`src/rtl/storage_pkg.sv`:
```
// Shared definitions for the storage/playback sequencer: FSM encoding and default data width.
package storage_pkg;

    localparam logic ST_IDLE = 1'b0;
    localparam logic ST_SHOW = 1'b1;

    localparam int WIDTH_DEFAULT = 8;

    typedef enum logic {
        S_IDLE = ST_IDLE,
        S_SHOW = ST_SHOW
    } state_t;

endpackage

```
`src/rtl/button_edge_detect.sv`:
```
// Two-flop synchroniser plus rising-edge detector for an asynchronous board button.
module button_edge_detect
    import storage_pkg::*;
(
    input  logic clk,
    input  logic reset,
    input  logic btn,
    output logic pulse
);

    logic sync_r;
    logic sync_rr;
    logic sampled;
    logic armed;

    // A button already high when reset is released must drop to 0 before it can
    // generate a pulse, so the detector only arms after a real low sample.
    always_ff @(posedge clk) begin
        if (reset) begin
            sync_r  <= 1'b0;
            sync_rr <= 1'b0;
            sampled <= 1'b0;
            armed   <= 1'b0;
        end else begin
            sync_r  <= btn;
            sync_rr <= sync_r;
            sampled <= 1'b1;
            if (sampled && !sync_r) begin
                armed <= 1'b1;
            end
        end
    end

    assign pulse = sync_r & ~sync_rr & armed;

endmodule

```
`src/rtl/storage_playback_controller.sv`:
```
// Ring-buffer sequencer: queues switch values on WRITE, plays them back oldest-first on TRANSFER.
module storage_playback_controller
    import storage_pkg::*;
#(
    parameter int WIDTH       = WIDTH_DEFAULT,
    parameter int DEPTH       = 4,
    parameter int HOLD_CYCLES = 50_000_000
) (
    input  logic                     clk,
    input  logic                     reset,
    input  logic [WIDTH-1:0]         switches,
    input  logic                     write_button,
    input  logic                     transfer_button,
    input  logic                     clear_button,
    output logic [WIDTH-1:0]         red_leds,
    output logic [WIDTH-1:0]         green_leds,
    output logic [$clog2(DEPTH):0]   level_leds,
    output logic                     busy,
    output logic                     error_led
);

    localparam int PW = $clog2(DEPTH);
    localparam int CW = PW + 1;
    localparam int HW = (HOLD_CYCLES > 1) ? $clog2(HOLD_CYCLES) : 1;

    localparam logic [HW-1:0] HOLD_LAST = HW'(HOLD_CYCLES - 1);
    localparam logic [HW-1:0] HOLD_ONE  = HW'(1);
    localparam logic [CW-1:0] FULL_C    = CW'(DEPTH);
    localparam logic [CW-1:0] ONE_C     = CW'(1);
    localparam logic [PW-1:0] PTR_ONE   = PW'(1);

    logic wr_pulse;
    logic tr_pulse;
    logic clr_pulse;

    state_t state;
    state_t state_next;

    logic [WIDTH-1:0] mem [DEPTH];
    logic [PW-1:0]    wr_ptr;
    logic [PW-1:0]    rd_ptr;
    logic [CW-1:0]    count;
    logic [HW-1:0]    hold_cnt;

    logic             do_write;
    logic             write_drop;
    logic             retire;
    logic             start;
    logic             empty_err;
    logic [CW-1:0]    remaining;
    logic [WIDTH-1:0] next_entry;

    button_edge_detect u_write_edge (
        .clk   (clk),
        .reset (reset),
        .btn   (write_button),
        .pulse (wr_pulse)
    );

    button_edge_detect u_transfer_edge (
        .clk   (clk),
        .reset (reset),
        .btn   (transfer_button),
        .pulse (tr_pulse)
    );

    button_edge_detect u_clear_edge (
        .clk   (clk),
        .reset (reset),
        .btn   (clear_button),
        .pulse (clr_pulse)
    );

    always_comb begin
        do_write   = wr_pulse && (count != FULL_C);
        write_drop = wr_pulse && (count == FULL_C);
        retire     = (state == S_SHOW) && (hold_cnt == HOLD_LAST);
        start      = (state == S_IDLE) && tr_pulse && (count != '0);
        empty_err  = (state == S_IDLE) && tr_pulse && (count == '0);

        remaining = count;
        if (do_write) begin
            remaining = remaining + ONE_C;
        end
        if (retire) begin
            remaining = remaining - ONE_C;
        end

        // With one entry left, a write landing on the retire cycle becomes the
        // next head before it has reached the memory array.
        next_entry = (count == ONE_C) ? switches : mem[rd_ptr + PTR_ONE];

        state_next = state;
        case (state)
            S_IDLE: begin
                if (start) begin
                    state_next = S_SHOW;
                end
            end
            S_SHOW: begin
                if (retire && (remaining == '0)) begin
                    state_next = S_IDLE;
                end
            end
            default: state_next = S_IDLE;
        endcase
        if (clr_pulse) begin
            state_next = S_IDLE;
        end
    end

    always_ff @(posedge clk) begin
        if (reset) begin
            state <= S_IDLE;
        end else begin
            state <= state_next;
        end
    end

    always_ff @(posedge clk) begin
        if (!reset && !clr_pulse && do_write) begin
            mem[wr_ptr] <= switches;
        end
    end

    always_ff @(posedge clk) begin
        if (reset || clr_pulse) begin
            wr_ptr     <= '0;
            rd_ptr     <= '0;
            count      <= '0;
            hold_cnt   <= '0;
            red_leds   <= '0;
            green_leds <= '0;
            error_led  <= 1'b0;
        end else begin
            count <= remaining;
            if (do_write) begin
                red_leds <= switches;
                wr_ptr   <= wr_ptr + PTR_ONE;
            end
            if (write_drop || empty_err) begin
                error_led <= 1'b1;
            end
            if (start) begin
                green_leds <= mem[rd_ptr];
                hold_cnt   <= '0;
            end else if (retire) begin
                rd_ptr   <= rd_ptr + PTR_ONE;
                hold_cnt <= '0;
                if (remaining != '0) begin
                    green_leds <= next_entry;
                end
            end else if (state == S_SHOW) begin
                hold_cnt <= hold_cnt + HOLD_ONE;
            end
        end
    end

    assign level_leds = count;
    assign busy       = (state == S_SHOW);

endmodule

```
`config.mk`:
```
export PLATFORM = sky130hd
export DESIGN_NAME = storage_playback_controller
export DESIGN_NICKNAME = d
export VERILOG_FILES = /design/src/rtl/storage_pkg.sv /design/src/rtl/button_edge_detect.sv /design/src/rtl/storage_playback_controller.sv
export SDC_FILE = /design/constraint.sdc
export NUM_CORES = 1
export LEC_CHECK = 0
export ABC_AREA = 1
export BUFFER_PORTS_ARGS = -buffer_cell sky130_fd_sc_hd__buf_2
export CORE_ASPECT_RATIO = 0.8
export CORE_MARGIN = 1
export CORE_UTILIZATION = 50
export DETAILED_ROUTE_END_ITERATION = 12
export PLACE_DENSITY = 0.68
export SLEW_MARGIN = 30
export SYNTH_ARGS = -nofsm -noshare
export SYNTH_HDL_FRONTEND = slang
export SYNTH_HIERARCHICAL = 1
export SYNTH_SLANG_ARGS = --single-unit
export TNS_END_PERCENT = 20
```
`constraint.sdc`:
```
create_clock -name clk -period 2.8 [get_ports clk]
set_input_delay 0.56 -clock clk [delete_from_list [all_inputs] [get_ports clk]]
set_output_delay 0.56 -clock clk [all_outputs]
set_load 0.05 [all_outputs]
```
; Yosys cells after proc, flatten, opt, wreduce, memory -nomap -nowiden
; Memory sizes are Yosys's and may differ from the RTL's. A register that Yosys moved wholly into a read port is not among the register bits.
; Cells that the tools add are included.
[classes]
n_addsub = 5
mul = 0
div = 0
n_lt_le_gt_ge = 0
n_eq_ne = 4
shift = 0
muxes = 14
n_bitwise = 11
reduce_logical = 29
[op_table]
columns = op, n
row1 = 2-to-1 mux 8 bit, 4
row2 = adder 26 x 1 -> 26 bit (second input constant), 1
row3 = == test 26 bit (second input constant), 1
row4 = logical AND 1 bit, 12
row5 = AND 1 bit, 6
row6 = zero test 3 bit, 2
row7 = 2-to-1 mux 3 bit, 2
row8 = nonzero test 3 bit, 2
row9 = zero test 1 bit, 5
row10 = 2-to-1 mux 1 bit, 5
row11 = NOT 1 bit, 5
row12 = adder 2 x 1 -> 2 bit (second input constant), 2
row13 = 2-to-1 mux 2 bit, 2
row14 = AND reduction 2 bit, 2
row15 = nonzero test 2 bit, 2
row16 = adder 3 x 1 -> 3 bit (second input constant), 1
row17 = == test 3 x 1 -> 1 bit (second input constant), 1
row18 = == test 3 bit (second input constant), 1
row19 = != test 3 bit (second input constant), 1
row20 = OR reduction 3 bit, 1
row21 = subtractor 3 x 1 -> 3 bit (second input constant), 1
row22 = logical OR 1 bit, 2
row23 = one-hot mux 1 bit (2 select lines), 1
row24 = OR reduction 2 bit, 1
[totals]
reg_bits = 61
latchBits = 0
ram_bits = 32
romBits = 0
input_bits = 13
out_inout_bits = 21
wordCells = 82
memories = 1
[mem_list]
columns = memory, depth, width, rd, rd_ports_with_merged_regs, wr, line
row1 = mem, 4, 8, 2, 1, 1, storage_playback_controller.sv:39  ; logic [WIDTH-1:0] mem [DEPTH];

; Longest topological paths before layout
[depth]
depth_word = 11
ltp_mapped = 16
mapped_depth_nobuf = 15

; Modules after synthesis
; Netlist, hierarchy kept.
[modules_own_cells]
columns = mod, n_inst, cells_per_inst, area_per_inst_um2, seq_area_each_um2
row1 = storage_playback_controller, 1, 535, 4247.8, 2021.9
row2 = button_edge_detect, 3, 13, 127.6, 80.1

; Worst setup path before layout
; OpenSTA, ideal clock, no wires.
[synth_timing]
path_type = reg2reg
start = register count[0] (netlist: level_leds[0])
end = memory mem[0][0] (netlist name), enable pin
setup_time_ns = 0.371
arrival_time_ns = 2.202
required_time_ns = 2.429
path_slack_ns = 0.227
path_stages_with_launch = 9
path_buffers = 1
period_less_slack_ns = 2.573
cell_sequence = dfxtp_1 > inv_1 > ha_1 > nand2_1 > nand2_4 > inv_1 > clkbuf_1 > nand2_1 > nor2_1
[synth_between]
elab_chain_len = 5
[synth_lines]
columns = item, line
row1 = "start, declared", storage_playback_controller.sv:42  ; logic [CW-1:0] count;
row2 = "start signal, assigned", storage_playback_controller.sv:136  ; count <= remaining;
row3 = != test 3 bit, storage_playback_controller.sv:75  ; do_write = wr_pulse && (count != FULL_C);
row4 = logical AND 1 bit, storage_playback_controller.sv:75
row5 = logical AND 1 bit, storage_playback_controller.sv:121  ; if (!reset && !clr_pulse && do_write) begin
row6 = 2-to-1 mux 1 bit, storage_playback_controller.sv:121
row7 = 2-to-1 mux 1 bit (not written as such), storage_playback_controller.sv:122  ; mem[wr_ptr] <= switches;
row8 = "end, declared", storage_playback_controller.sv:39
; No other way between the ends.

; Worst setup path after layout
[layout_timing]
start = register count[0] (netlist: level_leds[0])
end = register green_leds[4]
[layout_between]
elab_chain_len = 8
elab_cells_between_ends = 17
cone_classes = 2 x add/sub / 2 x eq/ne / 6 x mux / 7 x reduce/logical
[layout_lines]
columns = item, line
row1 = branches (longest 8 deep; another with adder 3 x 1 -> 3 bit), --
row2 = "end signal, assigned", storage_playback_controller.sv:145  ; green_leds <= mem[rd_ptr];
row3 = "end signal, assigned", storage_playback_controller.sv:151  ; green_leds <= next_entry;
row4 = "end, declared", storage_playback_controller.sv:16  ; output logic [WIDTH-1:0] green_leds,
; Several ways; the timed one is not identified. The select of a mux whose other input is x is not followed.
; A chain may end at the register's enable or synchronous reset.

==> impl_results.md <==
- Outcome: complete, no violations
- Core Area: 9040 µm²
- Final Cell Area: 5270 µm²
- VDD IR max: 516 µV
- Leak: 2.12 nW
- Worst Path Max Fanout: 16
- PD cells: 570 nW/µm²
- Initial antenna violation count: 0
- Total nets after synthesis: 596
- Sequential share of power: 49.2%
- First-pass iteration count of the detailed router: 5
- Synthesis-to-finish area growth: 13.8%
- Warnings, synthesis: 6
- Slew @ Worst Pin: 933 ps
- Max incr delay on CP: 440 ps
- Ports: 34
- Pin count of the biggest net entering global routing: 32
- Final nets: 635
- DRC viols: 0
- Mapped cell area: 4630 µm²
- Clock buffer depth: 2
- Clock share of power: 45.6%
- CP Data Required Time: 3030 ps
- Setup Buffers After CTS: 0
- # fillers: 854
- Gate power share: 5.2%
- DP Wirelength: 7.31 mm
- Sum Neg Setup Slack: 0 ps
- Initial drt markers: 288
- CTS tree: built
- Clk root buf: clkbuf_16
- Asr flop ratio synth: 0%
- Flops & latches, synth: 97
- Diode count: 0
- Worst path cell trace: inv_1 > ha_1 > nand2_1 > nand2_4 > o21ai_0 > ha_1 > nand3b_1 > nand2_2 > nor2_4 > nand3_4 > nand3_1 > nand2_1 > nor2_1
- Buffers & Inverters on Critical Path: 1
- Total track usage: 22.6%
- GRT overflow: 0
- Multi-input gate area: 1950 µm²
- Slowest-stage cell, CP: dfxtp_1
- Die height: 88.1 µm
- Pint: 2.36 mW
- Vias per cell: 5.18
- Clk slew on worst S/H paths: 60 ps
- CTS Sinks: 97
- Area leader, netlist: dfxtp_1
- Core Rows: 31
- Arrival @ worst endpoint: 2710 ps
- Synth area leaders: dfxtp_1 28%, edfxtp_1 21%, nand2_1 7.5%
- Post-route setup slack: 318 ps
- Relative slew slack: 37.7%
- DR WL/cell: 14.0 µm
- Clock Latency Late Sink: 340 ps
- Tmin final: 2480 ps
- Switching part of the total: 21.6%
- Vias in the first global route: 3387
- Crit path kind: register to register
- Starting Density: 51.2%
- Synth cell types: 39
- Fmax: 403 MHz
- Family with the most delay on the worst path: simple AND/OR/NAND/NOR gates
- Die width: 110 µm
- Synth Instances: 574
- RSZ-0062 raised after global routing: false
- Finish-stage setup viols: 0
- Hold-fix buffers, CTS: 0
- Min-Delay Path Class: input pin to register
- Hold Violations, Final: 0
- Worst hold slack: 425 ps
- Routed Antenna Nets: 0
- Routed via count: 3800
- Setup WS pre-CTS: 394 ps
- RePlAce Congestion: 0.846
- Syn avg cell area: 8.07 µm²
- FF/Latch Area: 2260 µm²
- Layout cells sized above 1: 15.4%
- # H-tree levels: 3
- First-pass GRT wire length: 16.3 mm
- Max Slew Vio Count: 0
- Cts bufs inserted: 9
- Startpoint Class: register
- Post-synth top flop: dfxtp_1
- Clk_skew: 7.16 ps
- EDFF count, synth: 32
- Tcrit/Tclk final: 88.6%
- Placed instance area: 4930 µm²
- Top cell type's share of synthesized area: 28.1%
- Die ar.: 9650 µm²
- Routed WL: 10.2 mm
- I/O Buffers: 33
- Worst setup EP type: register
- Register area share after synthesis: 48.9%
- Post-CTS resize count: 0
- Switch Pwr: 648 µW
- Max cap viols: 0
## through the flow
stage	std cells	power [mW]	utilization, %
floorplan	574	1.62	-
global placement	717	1.66	54.5
detailed placement	717	1.67	54.5
CTS	733	3.03	58.3
global route	733	3.10	58.3
finish	733	3.00	58.3
## synthesized netlist by cell type (2+ instances only)
library cell and instances:
nand2_1 92, inv_2 4, xor2_1 4, nor2_4 4, nand3_1 16, nand4_1 5, a21oi_1 65, o211ai_1 4
xnor2_1 2, nor3_1 7, or2_2 2, nor4_1 3, dfxtp_1 65, inv_1 87, ha_1 9, buf_2 3
nor2_1 65, nor3_2 4, nor2_2 3, clkbuf_1 8, o21a_1 4, nand3_2 4, a21oi_2 4, a32oi_1 7
nand2_2 10, o21ai_0 49, edfxtp_1 32
## area by class of cell
type / instances / share of cell area (%)
Clock buffer: 11 / 4.82
Clock inverter: 5 / 1.61
Inverter: 91 / 6.48
Multi-Input combinational cell: 372 / 37.0
Sequential cell: 97 / 42.9
Tap cell: 115 / 2.73
Timing Repair Buffer: 42 / 4.42
## layout by cell type (no fill, tap or decap), types with 2 or more instances in the layout
cell type,count
a21oi_1,65
a21oi_2,4
a32oi_1,7
buf_2,33
buf_4,9
bufinv_16,2
clkbuf_16,10
dfxtp_1,65
edfxtp_1,32
ha_1,9
inv_1,87
inv_2,4
nand2_1,92
nand2_2,10
nand3_1,16
nand3_2,4
nand4_1,5
nor2_1,65
nor2_2,3
nor2_4,4
nor3_1,7
nor3_2,4
nor4_1,3
o211ai_1,4
o21a_1,4
o21ai_0,49
or2_2,2
xnor2_1,2
xor2_1,4
## state kept, by name, summed over array words and instances, names as in the netlist, named ones only
register	flops
u_write_edge/armed	1
u_write_edge/sync_rr	1
u_transfer_edge/sampled	1
wr_ptr	2
mem	32
u_clear_edge/armed	1
u_write_edge/sampled	1
level_leds	3
u_transfer_edge/sync_rr	1
u_clear_edge/sync_rr	1
error_led	1
red_leds	8
green_leds	8
hold_cnt	26
u_transfer_edge/sync_r	1
u_clear_edge/sampled	1
u_transfer_edge/armed	1
u_write_edge/sync_r	1
busy	1
rd_ptr	2
u_clear_edge/sync_r	1
## worst reg2reg max path: stages, from the launching register on
cell,delay (ps)
dfxtp_1,440
inv_1,70
ha_1,260
nand2_1,120
nand2_4,100
o21ai_0,320
ha_1,290
nand3b_1,200
nand2_2,120
nor2_4,50
nand3_4,140
nand3_1,110
nand2_1,100
nor2_1,50
## power groups by stage
stage / clock network (mW) / logic, mW / registers, mW
after floorplan: 0 / 0.0904 / 1.53
after global placement: 0 / 0.151 / 1.51
after detailed placement: 0 / 0.156 / 1.51
after CTS: 1.39 / 0.157 / 1.48
after global routing: 1.45 / 0.173 / 1.48
final: 1.37 / 0.157 / 1.48
## cells by family after synthesis
group	count (synthesis)	synth area share, %
XOR/XNOR	7	1.49
AO/OA/AOI/OAI	135	15.9
buffers and inverters	105	9.05
adder cells (fa/ha/maj)	9	2.43
flip-flops	97	48.9
AND/OR/NAND/NOR	221	22.2
## final timing paths
kind	startpoint	endpoint	slack, ps	depth (start not counted)
max	level_leds[0]	green_leds[4]	320	13
min	transfer_button	u_transfer_edge/sync_r	420	3
max reg2reg	level_leds[0]	green_leds[4]	320	13
min reg2reg	u_clear_edge/sampled	u_clear_edge/armed	450	2
## per-layer routing
| metal | wire length (µm) | global-route usage (%) | part of all wire, % | up-vias |
|---|---|---|---|---|
| li1 | - | - | - | 1957 |
| met1 | 5120 | 33.1 | 50 | 1720 |
| met2 | 4210 | 32.5 | 41 | 116 |
| met3 | 787 | 6.03 | 7.7 | 7 |
| met4 | 109 | 7.03 | 1.1 | 0 |
| met5 | 0 | 0 | 0 | - |
No activity file was read; power rests on OpenSTA's default activity.
